File: config.mk
export PLATFORM = sky130hd
export DESIGN_NAME = box_shape_drawer
export DESIGN_NICKNAME = d
export VERILOG_FILES = /design/src/rtl/display_pkg.sv /design/src/rtl/pixel_scan_counter.sv /design/src/rtl/box_shape_drawer.sv
export SDC_FILE = /design/constraint.sdc
export NUM_CORES = 1
export LEC_CHECK = 0
export BUFFER_PORTS_ARGS = -buffer_cell sky130_fd_sc_hd__buf_4
export CAP_MARGIN = 20
export CORE_ASPECT_RATIO = 2
export CORE_UTILIZATION = 31
export CTS_CLUSTER_SIZE = 30
export DETAILED_ROUTE_END_ITERATION = 10
export GPL_TIMING_DRIVEN = 0
export PLACE_DENSITY = 0.53
export SKIP_CTS_REPAIR_TIMING = 1
export SKIP_LAST_GASP = 1
export SYNTH_ARGS = -nofsm -noshare
export SYNTH_HDL_FRONTEND = slang
export SYNTH_SLANG_ARGS = --single-unit
File: constraint.sdc
create_clock -name clock -period 2.54 [get_ports clock]
set_input_delay 0.127 -clock clock [delete_from_list [all_inputs] [get_ports clock]]
set_output_delay 0.127 -clock clock [all_outputs]
set_load 0.005 [all_outputs]
File: src/rtl/display_pkg.sv
// Shared display geometry, colour constants and the box drawer state type.
// SHAPE_BORDER_EN (optional macro) makes box_shape_drawer paint box edges in BORDER_COLOUR.
package display_pkg;

  localparam int unsigned DEFAULT_SCREEN_W   = 240;
  localparam int unsigned DEFAULT_SCREEN_H   = 180;
  localparam int unsigned DEFAULT_BOX_W      = 40;
  localparam int unsigned DEFAULT_BOX_H      = 10;
  localparam int unsigned DEFAULT_LANE_X0    = 20;
  localparam int unsigned DEFAULT_LANE_PITCH = 60;
  localparam int unsigned PIXEL_COLOUR_W     = 3;
  localparam int unsigned COORD_W            = 9;

  localparam logic [PIXEL_COLOUR_W-1:0] BORDER_COLOUR     = 3'b111;
  localparam logic [PIXEL_COLOUR_W-1:0] DEFAULT_BG_COLOUR = 3'b000;

  typedef enum logic [1:0] {
    StIdle,
    StArmed,
    StDraw,
    StDone
  } drawState_e;

endpackage

File: src/rtl/pixel_scan_counter.sv
// Raster offset counter: dx runs 0..W-1, then wraps and bumps dy; last flags (W-1, H-1).
module pixel_scan_counter #(
  parameter int unsigned W = 40,
  parameter int unsigned H = 10
) (
  input  logic                 clock,
  input  logic                 reset,
  input  logic                 clear,
  input  logic                 enable,
  output logic [$clog2(W)-1:0] dx,
  output logic [$clog2(H)-1:0] dy,
  output logic                 last
);

  localparam int unsigned DxW = $clog2(W);
  localparam int unsigned DyW = $clog2(H);
  localparam logic [DxW-1:0] DxMax = DxW'(W - 1);
  localparam logic [DyW-1:0] DyMax = DyW'(H - 1);

  always_ff @(posedge clock) begin
    if (reset || clear) begin
      dx <= '0;
      dy <= '0;
    end else if (enable) begin
      if (dx == DxMax) begin
        dx <= '0;
        dy <= (dy == DyMax) ? '0 : dy + 1'b1;
      end else begin
        dx <= dx + 1'b1;
      end
    end
  end

  always_comb begin
    last = (dx == DxMax) && (dy == DyMax);
  end

endmodule

File: src/rtl/box_shape_drawer.sv
// Rasters one lane box into the VGA plot interface, one pixel per clock, then pulses shape_done.
// Build with SHAPE_BORDER_EN defined to draw the box outline in BORDER_COLOUR.
module box_shape_drawer
  import display_pkg::*;
#(
  parameter int unsigned SCREEN_W   = DEFAULT_SCREEN_W,
  parameter int unsigned SCREEN_H   = DEFAULT_SCREEN_H,
  parameter int unsigned BOX_W      = DEFAULT_BOX_W,
  parameter int unsigned BOX_H      = DEFAULT_BOX_H,
  parameter int unsigned LANE_X0    = DEFAULT_LANE_X0,
  parameter int unsigned LANE_PITCH = DEFAULT_LANE_PITCH,
  parameter int unsigned COLOUR_W   = PIXEL_COLOUR_W
) (
  input  logic                clock,
  input  logic                reset,
  input  logic                load_start,
  input  logic [1:0]          box_index,
  input  logic [7:0]          y_start,
  input  logic                note_on,
  input  logic [COLOUR_W-1:0] note_colour,
  input  logic [COLOUR_W-1:0] bg_colour,
  input  logic                start_draw,
  output logic                plot,
  output logic [7:0]          x_out,
  output logic [7:0]          y_out,
  output logic [COLOUR_W-1:0] colour_out,
  output logic                busy,
  output logic                shape_done
);

  localparam int unsigned DxW = $clog2(BOX_W);
  localparam int unsigned DyW = $clog2(BOX_H);

  drawState_e          state;
  logic [COORD_W-1:0]  baseX;
  logic [7:0]          baseY;
  logic [COLOUR_W-1:0] fillColour;
  logic                lastShown;

  logic [DxW-1:0]      dx;
  logic [DyW-1:0]      dy;
  logic                scanLast;
  logic                scanClear;
  logic                scanEnable;
  logic                startNow;

  logic [COORD_W-1:0]  latchX;
  logic [COORD_W-1:0]  pixX;
  logic [COORD_W-1:0]  pixY;
  logic                pixPlot;
  logic [COLOUR_W-1:0] pixColour;

  // The counter always holds the offset of the pixel emitted on the next edge.
  pixel_scan_counter #(
    .W (BOX_W),
    .H (BOX_H)
  ) u_scan (
    .clock  (clock),
    .reset  (reset),
    .clear  (scanClear),
    .enable (scanEnable),
    .dx     (dx),
    .dy     (dy),
    .last   (scanLast)
  );

  always_comb begin
    startNow   = (state == StArmed) && start_draw && !load_start;
    scanEnable = startNow || ((state == StDraw) && !lastShown);
    scanClear  = (state != StDraw) && !startNow;

    latchX  = COORD_W'(LANE_X0) + COORD_W'(box_index) * COORD_W'(LANE_PITCH);
    pixX    = baseX + COORD_W'(dx);
    pixY    = {1'b0, baseY} + COORD_W'(dy);
    pixPlot = (pixX < COORD_W'(SCREEN_W)) && (pixY < COORD_W'(SCREEN_H));
  end

`ifdef SHAPE_BORDER_EN
  logic onBorder;

  always_comb begin
    onBorder  = (dx == '0) || (dx == DxW'(BOX_W - 1)) || (dy == '0) || (dy == DyW'(BOX_H - 1));
    pixColour = onBorder ? COLOUR_W'(BORDER_COLOUR) : fillColour;
  end
`else
  always_comb begin
    pixColour = fillColour;
  end
`endif

  always_ff @(posedge clock) begin
    if (reset) begin
      state      <= StIdle;
      baseX      <= '0;
      baseY      <= '0;
      fillColour <= '0;
      lastShown  <= 1'b0;
      plot       <= 1'b0;
      x_out      <= '0;
      y_out      <= '0;
      colour_out <= '0;
      shape_done <= 1'b0;
    end else begin
      unique case (state)
        StIdle, StArmed: begin
          plot       <= 1'b0;
          shape_done <= 1'b0;
          if (load_start) begin
            baseX      <= latchX;
            baseY      <= y_start;
            fillColour <= note_on ? note_colour : bg_colour;
            state      <= StArmed;
          end else if (startNow) begin
            plot       <= pixPlot;
            x_out      <= pixX[7:0];
            y_out      <= pixY[7:0];
            colour_out <= pixColour;
            lastShown  <= scanLast;
            state      <= StDraw;
          end
        end
        StDraw: begin
          if (lastShown) begin
            plot       <= 1'b0;
            shape_done <= 1'b1;
            lastShown  <= 1'b0;
            state      <= StDone;
          end else begin
            plot       <= pixPlot;
            x_out      <= pixX[7:0];
            y_out      <= pixY[7:0];
            colour_out <= pixColour;
            lastShown  <= scanLast;
          end
        end
        StDone: begin
          shape_done <= 1'b0;
          state      <= StIdle;
        end
        default: state <= StIdle;
      endcase
    end
  end

  always_comb begin
    busy = (state == StArmed) || (state == StDraw);
  end

endmodule

; Yosys cells after proc, flatten, opt, wreduce, memory -nomap -nowiden
; Index checks and enable logic that the tools add are counted.
[classes]
addsub = 5
mul = 1
magnitude_cmp = 2
n_eq_ne = 11
muxes = 29
n_reduce_logical = 21
[op_table]
columns = cell, count
row1 = 2-to-1 mux 8 bit, 6
row2 = case mux 8 bit (2 select lines), 2
row3 = < comparator 9 x 8 -> 1 bit (second input constant), 2
row4 = 2-to-1 mux 3 bit, 4
row5 = inequality test 2 bit (second input constant), 5
row6 = adder 5 x 8 -> 9 bit (first input constant), 1
row7 = adder 8 x 4 -> 9 bit, 1
row8 = adder 9 x 6 -> 9 bit, 1
row9 = 2-to-1 mux 1 bit, 7
row10 = adder 6 x 1 -> 6 bit (second input constant), 1
row11 = == test 6 bit (second input constant), 1
row12 = logical AND 1 bit, 6
row13 = multiplier 2 x 4 -> 6 bit (second input constant), 1
row14 = 2-to-1 mux 2 bit, 3
row15 = 2-to-1 mux 6 bit, 1
row16 = case mux 1 bit (2 select lines), 3
row17 = case mux 2 bit (3 select lines), 1
row18 = case mux 3 bit (2 select lines), 1
row19 = AND reduction 2 bit, 3
row20 = adder 4 x 1 -> 4 bit (second input constant), 1
row21 = == test 2 bit (second input constant), 2
row22 = == test 4 bit (second input constant), 1
row23 = 2-to-1 mux 4 bit, 1
row24 = AND reduction 4 bit, 1
row25 = 9 further kinds, 13
[word_totals]
ff_bits = 54
inputBits = 21
output_inout_bits = 22

; Logic depth before layout (Yosys ltp)
; Gate-level depths: netlist of run 1.
[depth]
word_depth = 6
ltp_mapped = 9
mapped_depth_nobuf = 8

; Hierarchy
; Synthesis of run 1 repeated with hierarchy kept, for this count alone.
[unflattened]
hier_cells = 338
area_unflattened_um2 = 2912.8
[modules_own_cells]
columns = mod, n_inst, cells_each, area_per_inst_um2, seq_area_each_um2
row1 = box_shape_drawer, 1, 278, 2367.3, 820.8
row2 = pixel_scan_counter, 1, 60, 545.5, 200.2

; Worst setup path before layout of run 1
; No wires, ideal clock.
[synth_timing]
path_kind = register -> register
startpoint = register u_scan.dy[0]
endpoint = register plot
t_arrival_ns = 1.909
t_required_ns = 2.415
slack_ns = 0.505
stages_incl_launch_ff = 9
path_buffers = 0
synth_period_minus_slack_ns = 2.035
cell_sequence = dfxtp_1 -> ha_1 -> fa_1 -> a211oi_1 -> nor3b_1 -> a221oi_1 -> a41oi_1 -> a21oi_1 -> o22ai_1
[synth_via]
elab_chain_len = 6
elab_cells_between_ends = 7
cone_classes = add/sub: 1 / order compare: 1 / mux: 4 / reduce/logical: 1
[synth_lines]
columns = item, line_no
row1 = start: declaration, pixel_scan_counter.sv:11  ; output logic [$clog2(H)-1:0] dy,
row2 = start signal: assignment, pixel_scan_counter.sv:27  ; dy <= (dy == DyMax) ? '0 : dy + 1'b1;
row3 = adder 8 x 4 -> 9 bit *, box_shape_drawer.sv:74  ; pixY = {1'b0, baseY} + COORD_W'(dy);
row4 = < comparator 9 x 8 -> 1 bit *, box_shape_drawer.sv:75  ; pixPlot = (pixX < COORD_W'(SCREEN_W)) && (pixY < COORD_W'(SCREEN_H));
row5 = logical AND 1 bit *, box_shape_drawer.sv:75
row6 = 2-to-1 mux 1 bit, box_shape_drawer.sv:113  ; end else if (startNow) begin
row7 = 2-to-1 mux 1 bit, box_shape_drawer.sv:108  ; if (load_start) begin
row8 = case mux 1 bit (2 select lines) *, box_shape_drawer.sv:104  ; unique case (state)
row9 = end signal: assignment, box_shape_drawer.sv:114  ; plot <= pixPlot;
row10 = end signal: assignment, box_shape_drawer.sv:129  ; plot <= pixPlot;
row11 = end: declaration, box_shape_drawer.sv:23  ; output logic plot,
; Every way passes the cells marked *; elsewhere a longest branch is shown, timed or not.
; A chain may end at the register's enable or synchronous reset.

; Worst setup path after layout of run 1
; Ends and elaborated chain as after synthesis.

==> impl_metrics.py, run 1 <==
metrics = {
    "outcome": {
        "status": "complete, no violations",
    },
    "worst_setup_path": {
        "r2r_setup_slack_ns": 0.30,
        "cpMaxStageDelayCell": "fa_1",
        "path_delay_family": "compound AO/OA/AOI/OAI gates",
        "arrival_ns": 2.41,
        "reg2reg_to": "plot",
        "reg2regPathDepth": 8,
        "path_buf_inv": 0,
        "path_cells": "ha_1, fa_1, a211oi_2, nor3b_1, a221oi_1, a41oi_1, a21oi_1, o22ai_1",
        "start_kind": "flop",
        "crit_path_end_kind": "flop",
        "path_depth": 8,
        "required_ns": 2.72,
        "rr_startpoint": "u_scan.dy[0]",
        "worst-setup-path-type": "flop to flop",
        "cpPeakStageDelay_ns": 0.45,
        "critPathMaxFanout": 4,
    },
    "global_route": {
        "overflow": 0,
        "antenna_found_initial": 0,
        "grtUsageMet3": 0.0268,
        "grt_max_degree": 15,
        "grt_most_used_layer": "met2",
        "met2_usage": 0.306,
        "grt_pass1_wl_um": 10800,
        "grt_pass1_vias": 2213,
        "grtUsageMet1": 0.163,
        "track_usage": 0.164,
    },
    "placed_design": {
        "io_buffer_count": 41,
        "dpl.hpwl_um": 5220,
        "routabilityCongestion": 0.797,
    },
    "clock_tree": {
        "clkSinkCount": 51,
        "cts_buffer_depth": 2,
        "path_clk_slew_ns": 0.07,
        "clk_latency_ns": 0.29,
        "cts_tree": "done",
        "numCtsBuffers": 5,
        "htree_levels": 2,
        "clockRootBuffer": "clkbuf_16",
    },
    "synth": {
        "avgSynthCellArea_um2": 8.54,
        "netlist_instances": 308,
        "syn_area_um2": 2630,
        "ys_types": 47,
        "yosys_warnings": 0,
        "syn_nets": 350,
        "synth_seq_cells": 51,
        "ys_seq_area_frac": 0.388,
    },
    "sta": {
        "setup_tns_ns": 0,
        "period_minus_slack_ns": 2.24,
        "worst_pin_slew_ns": 0.642,
        "timing.hold.ws_ns": 0.0598,
        "fin_crit_sh": 0.881,
        "rsz0062_at_grt": "no",
        "slew_violations": 0,
        "max_freq_ghz": 0.447,
        "setup_violations": 0,
        "slew_headroom": 0.572,
        "fin_worst_skew_ns": 0.00529,
        "finalHoldViolations": 0,
    },
    "drt": {
        "ant_nets": 0,
        "wl_per_cell_um": 14.7,
        "drc": 0,
        "drt_iter0_drc": 76,
        "routed_via_density": 4.93,
        "routed_wl_um": 6690,
        "drt-pass1-iter-count": 4,
        "vias": 2243,
    },
    "floorplan": {
        "core_area_um2": 8230,
        "dieArea_um2": 8880,
        "fp.dieW_um": 67.1,
        "rows": 47,
        "io_pins": 43,
        "die_y_um": 132,
        "initial_utilization": 0.319,
    },
    "layout": {
        "most-common-layout-cells": "nand2_1 (52), dfxtp_1 (51), nor2_1 (42), buf_4 (42), a21oi_1 (29)",
        "antenna_cells": 0,
        "fill_cells": 881,
        "layout_commonest_cell": "nand2_1",
        "syn_to_final_growth_pct": 22.5,
        "fin_nets": 398,
        "drive_gt1_frac": 0.185,
        "multi_input_area_um2": 1500,
        "post-route-util": 0.391,
        "regArea_um2": 1020,
    },
    "pwr": {
        "vdd_drop_max_mv": 0.249,
        "total_power_mw": 2.43,
        "leakage_nw": 1.30,
        "powerDensity_nw_per_um2": 755,
    },
    "worst_hold_path": {
        "holdPathEnd": "baseX[2]",
        "whs_path_depth": 2,
        "hold_start": "box_index[0]",
        "worstHoldPathType": "input pin to flop",
    },
    "flow_run": {
        "max_cap_violations": 0,
    },
}
## synth_stat cells, drive strengths merged
master | count | area (um^2)
nor3 | 5 | 25.0
xor2 | 9 | 78.8
o2bb2ai | 1 | 8.76
o221a | 1 | 11.3
fa | 2 | 40.0
o21bai | 1 | 7.51
a21o | 2 | 15.0
xnor2 | 12 | 105
nand4 | 4 | 31.3
a21boi | 1 | 7.51
a221oi | 1 | 8.76
nand3 | 3 | 20.0
mux2i | 6 | 60.1
and2b | 1 | 7.51
dfxtp | 51 | 1020
nor2b | 4 | 27.5
o21ai | 7 | 35.0
o22ai | 1 | 6.26
nand2 | 52 | 195
a211oi | 18 | 150
nand2b | 1 | 6.26
or2 | 1 | 6.26
nor2 | 43 | 169
buf | 6 | 50.0
ha | 19 | 238
and4 | 1 | 11.3
a21oi | 30 | 154
nand3b | 1 | 7.51
clkbuf | 8 | 30.0
and3 | 1 | 6.26
and3b | 1 | 10.0
a41oi | 1 | 8.76
or3 | 1 | 6.26
o211ai | 1 | 7.51
nor3b | 3 | 27.5
inv | 8 | 30.0
## sequential cells by signal, indices dropped and copies added, names as in the netlist
signal / flops
baseX: 6
baseY: 8
colour_out: 3
fillColour: 3
lastShown: 1
plot: 1
shape_done: 1
state: 2
u_scan.dx: 6
u_scan.dy: 4
x_out: 8
y_out: 8
## per-layer routing
metal,up-vias,routed length [um]
met2,40,3800
met3,12,219
li1,1142,-
met5,-,0
met1,1049,2470
met4,0,197
## how the worst max path moves through the flow
stage	startpoint	to	slack [ns]
global placement	u_scan.dy[0]	plot	0.1
finish	u_scan.dy[0]	plot	0.30
floorplan	u_scan.dy[0]	plot	0.51
CTS	u_scan.dy[0]	plot	0.08
detailed placement	u_scan.dy[0]	plot	0.08
global route	u_scan.dy[0]	plot	0.12
## report_power, final
| part | switching [mW] | internal (mW) |
|---|---|---|
| registers | 0.0772 | 0.905 |
| clock network | 0.293 | 0.420 |
| logic | 0.420 | 0.318 |
| total | 0.790 | 1.64 |
## worst reg2reg max path: stages, from the launching register on
cell,delay [ns]
dfxtp_1,0.36
ha_1,0.23
fa_1,0.45
a211oi_2,0.33
nor3b_1,0.16
a221oi_1,0.31
a41oi_1,0.07
a21oi_1,0.14
o22ai_1,0.07
## area by class of cell
class / count / share of cell area
buffer: 14 / 0.0249
inverter: 8 / 0.00932
tap: 98 / 0.0381
sequential: 51 / 0.317
clock buffer: 8 / 0.0485
timing repair buffer: 41 / 0.0955
multi-input combinational: 235 / 0.467
## logic make-up after synthesis
group | count (synthesis) | synth area share
fa+ha+maj | 21 | 0.106
xor+xnor | 21 | 0.0699
buf+inv | 22 | 0.0419
mux | 6 | 0.0228
simple gates | 122 | 0.212
compound gates | 65 | 0.160
flops | 51 | 0.388
## through the flow
stage | setup WS (ns) | instances | area [um^2]
after floorplan | 0.505 | 308 | 2630
after global placement | 0.0989 | 447 | 3060
after detailed placement | 0.0840 | 447 | 3060
after CTS | 0.0797 | 455 | 3220
after global routing | 0.117 | 455 | 3220
final | 0.303 | 455 | 3220
No activity file was read; power rests on OpenSTA's default activity.
==> run 2, diff against run 1 <==
--- a/config.mk
+++ b/config.mk
@@ -12,7 +12,7 @@
 export CTS_CLUSTER_SIZE = 30
 export DETAILED_ROUTE_END_ITERATION = 10
 export GPL_TIMING_DRIVEN = 0
-export PLACE_DENSITY = 0.53
+export PLACE_DENSITY = 0.52
 export SKIP_CTS_REPAIR_TIMING = 1
 export SKIP_LAST_GASP = 1
 export SYNTH_ARGS = -nofsm -noshare
==> constraint.sdc (replaced) <==
create_clock -name clock -period 2.8 [get_ports clock]
set_input_delay 0.14 -clock clock [delete_from_list [all_inputs] [get_ports clock]]
set_output_delay 0.14 -clock clock [all_outputs]
set_load 0.005 [all_outputs]
==> run 2 against run 1 <==
  * Clock-buffer cell count decreased by 1
  * Clock power decreased by 8.7%
  * Sequential share of layout area about the same
  * Die area unchanged
  * Total power shrank 9.4%
  * Final cell count did not move
  * Sequential cell count did not move
  * Worst hold slack better by 0.012 ns
  * Critical endpoint unchanged
==> impl_metrics.py, run 2 (same netlist as run 1, synthesis figures left out) <==
metrics = {
    "sta": {
        "setup_tns_ns": 0,
        "finalHoldViolations": 0,
        "period_minus_slack_ns": 2.60,
        "slew_violations": 0,
        "worst_pin_slew_ns": 0.697,
        "slew_headroom": 0.535,
        "rsz0062_at_grt": "no",
        "fin_crit_sh": 0.928,
        "fin_worst_skew_ns": 0.00607,
        "setup_violations": 0,
        "max_freq_ghz": 0.385,
    },
    "drt": {
        "wl_per_cell_um": 14.5,
        "drt-pass1-iter-count": 4,
        "routed_via_density": 4.99,
        "ant_nets": 0,
        "drt_iter0_drc": 105,
        "drc": 0,
        "vias": 2272,
        "routed_wl_um": 6590,
    },
    "global_route": {
        "grt_max_degree": 16,
        "grt_pass1_vias": 2220,
        "antenna_found_initial": 0,
        "grtUsageMet1": 0.149,
        "track_usage": 0.164,
        "overflow": 0,
        "grt_pass1_wl_um": 10700,
        "grtUsageMet3": 0.0285,
        "grt_most_used_layer": "met2",
        "met2_usage": 0.318,
    },
    "outcome": {
        "status": "complete, no violations",
    },
    "worst_setup_path": {
        "worst-setup-path-type": "flop to flop",
        "path_depth": 8,
        "critPathMaxFanout": 4,
        "start_kind": "flop",
        "path_delay_family": "compound AO/OA/AOI/OAI gates",
        "cpPeakStageDelay_ns": 0.60,
        "path_cells": "ha_1, fa_1, a211oi_1, nor3b_1, a221oi_1, a41oi_1, a21oi_1, o22ai_1",
        "cpMaxStageDelayCell": "a211oi_1",
        "crit_path_end_kind": "flop",
        "path_buf_inv": 0,
        "reg2regPathDepth": 8,
        "required_ns": 2.98,
        "arrival_ns": 2.77,
    },
    "floorplan": {
        "core_area_um2": 8230,
        "io_pins": 43,
        "die_y_um": 132,
        "rows": 47,
        "initial_utilization": 0.319,
        "dieArea_um2": 8880,
        "fp.dieW_um": 67.1,
    },
    "clock_tree": {
        "clk_latency_ns": 0.29,
        "numCtsBuffers": 5,
        "htree_levels": 2,
        "clockRootBuffer": "clkbuf_16",
        "cts_buffer_depth": 2,
        "clkSinkCount": 51,
        "cts_tree": "done",
        "path_clk_slew_ns": 0.07,
    },
    "pwr": {
        "clockPowerShare": 0.296,
        "p_comb_frac": 0.301,
        "internal_power_mw": 1.49,
        "power_frac_seq": 0.404,
        "sw_frac_of_total": 0.324,
        "vdd_drop_max_mv": 0.270,
        "switchingPower_mw": 0.714,
        "leakage_nw": 1.29,
        "powerDensity_nw_per_um2": 684,
    },
    "placed_design": {
        "place_inst": 447,
        "dpl.hpwl_um": 5260,
        "routabilityCongestion": 0.812,
        "io_buffer_count": 41,
    },
    "layout": {
        "antenna_cells": 0,
        "reg_top3": "baseY: 8 flops, x_out: 8 flops, y_out: 8 flops",
        "layout_commonest_cell": "nand2_1",
        "syn_to_final_growth_pct": 22.5,
        "instances_no_fill": 455,
        "fin_nets": 398,
        "most-common-layout-cells": "nand2_1 (52), dfxtp_1 (51), nor2_1 (42), buf_4 (42), a21oi_1 (29)",
        "drive_gt1_frac": 0.185,
    },
    "worst_hold_path": {
        "whs_path_depth": 2,
        "worstHoldPathType": "input pin to flop",
    },
    "flow_run": {
        "max_cap_violations": 0,
    },
}
run 2: cell types whose count changed in the layout (fill, tap and decap cells not counted), sizes merged:
cell | previous run | this run
clkbuf | 16 | 15
clkinvlp | 0 | 1
run 2: metal layers:
| metal | vias up | part of all wire |
|---|---|---|
| li1 | 1145 | - |
| met1 | 1079 | 0.35 |
| met2 | 36 | 0.59 |
| met3 | 12 | 0.030 |
| met4 | 0 | 0.030 |
| met5 | - | 0 |
run 2: layout make-up:
type	count	area [um^2]
multi-input cells	235	1500
fillers	868	5010
flip-flops and latches	51	1020
clock buffers	7	153
plain buffers	14	80.1
repair buffers	41	308
inverters	8	30.0
clock inverters	1	7.51
well taps	98	123
run 2: power groups by stage:
stage	registers (mW)	logic [mW]	clock network, mW
after floorplan	0.901	0.417	0
after global placement	0.907	0.669	0
after detailed placement	0.908	0.674	0
after CTS	0.891	0.678	0.664
after global routing	0.905	0.745	0.692
final	0.889	0.663	0.651
run 2: worst paths after layout:
kind                     start       end  slack (ns)
hold reg to reg       x_out[1]  x_out[1]        0.45
setup / recovery  u_scan.dy[0]      plot        0.20
hold / removal    box_index[0]  baseX[2]        0.07
setup reg to reg  u_scan.dy[0]      plot        0.20
run 2: stage by stage:
| stage | worst slack, ns | util | hold slack [ns] | total power, mW | area [um^2] |
|---|---|---|---|---|---|
| 2_1_floorplan | 0.765 | - | 0.236 | 1.32 | 2630 |
| 3_3_place_gp | 0.350 | 0.372 | 0.378 | 1.58 | 3060 |
| 3_5_place_dp | 0.301 | 0.372 | 0.382 | 1.58 | 3060 |
| 4_1_cts | 0.285 | 0.391 | 0.0696 | 2.23 | 3220 |
| 5_1_grt | 0.0808 | 0.391 | 0.0852 | 2.34 | 3220 |
| 6_report | 0.203 | 0.391 | 0.0713 | 2.20 | 3220 |
run 2: worst reg2reg max path: stages, from the launching register on:
cell and delay, ns:
dfxtp_1 0.36, ha_1 0.23, fa_1 0.44, a211oi_1 0.60
nor3b_1 0.21, a221oi_1 0.33, a41oi_1 0.09, a21oi_1 0.17
o22ai_1 0.08
==> run 3, diff against run 2 <==
--- a/config.mk
+++ b/config.mk
@@ -7,11 +7,13 @@
 export LEC_CHECK = 0
 export BUFFER_PORTS_ARGS = -buffer_cell sky130_fd_sc_hd__buf_4
 export CAP_MARGIN = 20
-export CORE_ASPECT_RATIO = 2
+export CORE_ASPECT_RATIO = 0.8
 export CORE_UTILIZATION = 31
+export CTS_CLUSTER_DIAMETER = 60
 export CTS_CLUSTER_SIZE = 30
 export DETAILED_ROUTE_END_ITERATION = 10
 export GPL_TIMING_DRIVEN = 0
+export MAX_ROUTING_LAYER = met4
 export PLACE_DENSITY = 0.52
 export SKIP_CTS_REPAIR_TIMING = 1
 export SKIP_LAST_GASP = 1
==> run 3 against run 2 <==
  * Critical path depth is the same
  * Worst hold slack lost 0.030 ns
  * Via count shrank 3.9%
  * Global-route usage shrank 0.67 points
  * Design area shrank 1.1%
  * Combinational power shrank 0.8%
  * Sequential power grew 0.7%
  * Setup slack gained 0.14 ns
  * Final cell count grew 2.2%
  * Clock-buffer cell count shrank 2
  * Critical path type unchanged
  * Critical endpoint unchanged
  * Largest power group unchanged
==> impl_metrics.py, run 3 (same netlist as run 1, synthesis figures left out) <==
metrics = {
    "floorplan": {
        "die_y_um": 84.4,
        "initial_utilization": 0.325,
        "dieArea_um2": 8860,
        "fp.dieW_um": 105,
        "io_pins": 43,
        "rows": 29,
        "core_area_um2": 8090,
    },
    "sta": {
        "slew_headroom": 0.548,
        "fin_ws_ns": 0.343,
        "setup_violations": 0,
        "worst_pin_slew_ns": 0.677,
        "fin_worst_skew_ns": 0.0139,
        "finalHoldViolations": 0,
        "rsz0062_at_grt": "no",
        "period_minus_slack_ns": 2.46,
        "setup_tns_ns": 0,
        "max_freq_ghz": 0.407,
        "fin_crit_sh": 0.878,
        "slew_violations": 0,
    },
    "clock_tree": {
        "cts_tree": "done",
        "numCtsBuffers": 5,
        "clk_latency_ns": 0.31,
        "clockRootBuffer": "clkbuf_8",
        "clkSinkCount": 51,
        "htree_levels": 2,
        "path_clk_slew_ns": 0.11,
        "cts_buffer_depth": 2,
    },
    "pwr": {
        "switchingPower_mw": 0.708,
        "total_power_mw": 2.08,
        "p_comb_frac": 0.316,
        "leakage_nw": 1.28,
        "clockPowerShare": 0.254,
        "powerDensity_nw_per_um2": 653,
        "vdd_drop_max_mv": 0.253,
        "sw_frac_of_total": 0.340,
        "internal_power_mw": 1.37,
        "power_frac_seq": 0.430,
    },
    "drt": {
        "drc": 0,
        "drt-pass1-iter-count": 4,
        "ant_nets": 0,
        "drt_iter0_drc": 105,
        "routed_via_density": 4.70,
        "wl_per_cell_um": 13.7,
        "vias": 2184,
        "routed_wl_um": 6350,
    },
    "placed_design": {
        "dp_worst_setup_slack_ns": 0.414,
        "io_buffer_count": 41,
        "place_inst": 457,
        "routabilityCongestion": 0.780,
        "dpl.hpwl_um": 4770,
    },
    "worst_setup_path": {
        "worst-setup-path-type": "flop to flop",
        "reg2reg_to": "plot",
        "critPathMaxFanout": 4,
        "start_kind": "flop",
        "required_ns": 2.98,
        "r2r_setup_slack_ns": 0.34,
        "reg2regPathDepth": 8,
        "arrival_ns": 2.64,
        "rr_startpoint": "u_scan.dy[0]",
        "crit_path_end_kind": "flop",
    },
    "layout": {
        "drive_gt1_frac": 0.185,
        "reg_top3": "baseY: 8 flops, x_out: 8 flops, y_out: 8 flops",
        "most-common-layout-cells": "nand2_1 (52), dfxtp_1 (51), nor2_1 (42), buf_4 (42), a21oi_1 (29)",
        "fill_cells": 840,
        "syn_to_final_growth_pct": 21.1,
        "layout_commonest_cell": "nand2_1",
        "antenna_cells": 0,
        "post-route-util": 0.394,
        "regArea_um2": 1020,
        "instances_no_fill": 465,
        "fin_nets": 398,
        "multi_input_area_um2": 1500,
    },
    "global_route": {
        "overflow": 0,
        "antenna_found_initial": 0,
        "grt_pass1_vias": 2042,
        "grt_max_degree": 17,
        "track_usage": 0.157,
        "grt_pass1_wl_um": 10600,
    },
    "worst_hold_path": {
        "hold_start": "box_index[0]",
        "whs_path_depth": 2,
        "holdPathEnd": "baseX[2]",
        "worstHoldPathType": "input pin to flop",
    },
    "flow_run": {
        "max_cap_violations": 0,
    },
    "outcome": {
        "status": "complete, no violations",
    },
}
==> run 3: cell type report <==
| cell class | instances | share of cell area |
|---|---|---|
| flip-flops and latches | 51 | 0.321 |
| repair buffers | 41 | 0.0966 |
| multi-input cells | 235 | 0.471 |
| well taps | 108 | 0.0424 |
| plain buffers | 14 | 0.0251 |
| clock buffers | 5 | 0.0216 |
| clock inverters | 3 | 0.0137 |
| inverters | 8 | 0.00943 |
==> run 3: worst max-delay path by stage <==
stage	cells after the start	from	slack, ns	end
2_1_floorplan	8	u_scan.dy[0]	0.77	plot
4_1_cts	8	u_scan.dy[0]	0.39	plot
5_1_grt	8	u_scan.dy[0]	0.22	plot
3_5_place_dp	8	u_scan.dy[0]	0.41	plot
6_report	8	u_scan.dy[0]	0.34	plot
3_3_place_gp	8	u_scan.dy[0]	0.49	plot
==> run 3: critical path, stage by stage, from the launching register on <==
cell	delay (ns)
dfxtp_1	0.36
ha_1	0.23
fa_1	0.44
a211oi_1	0.50
nor3b_1	0.20
a221oi_1	0.31
a41oi_1	0.07
a21oi_1	0.16
o22ai_1	0.08
==> run 3: routing by layer <==
metal | GRT usage | wire, um | vias up | share of wire
met5 | - | 0 | - | 0
met1 | 0.234 | 3500 | 1003 | 0.55
met2 | 0.223 | 2660 | 37 | 0.42
li1 | - | - | 1142 | -
met4 | 0.0269 | 8 | 0 | 0.0013
met3 | 0.0264 | 183 | 2 | 0.029
==> run 3: stage by stage <==
step                hold slack, ns  area [um^2]
finish                      0.0415         3190
global route                0.0319         3190
CTS                         0.0305         3190
detailed placement           0.376         3070
global placement             0.376         3070
floorplan                    0.236         2630
==> run 3: power by group through the flow <==
stage | combinational [mW] | clock [mW] | sequential [mW]
floorplan | 0.417 | 0 | 0.901
global placement | 0.659 | 0 | 0.912
detailed placement | 0.667 | 0 | 0.914
CTS | 0.670 | 0.549 | 0.897
global route | 0.740 | 0.577 | 0.911
finish | 0.658 | 0.528 | 0.895
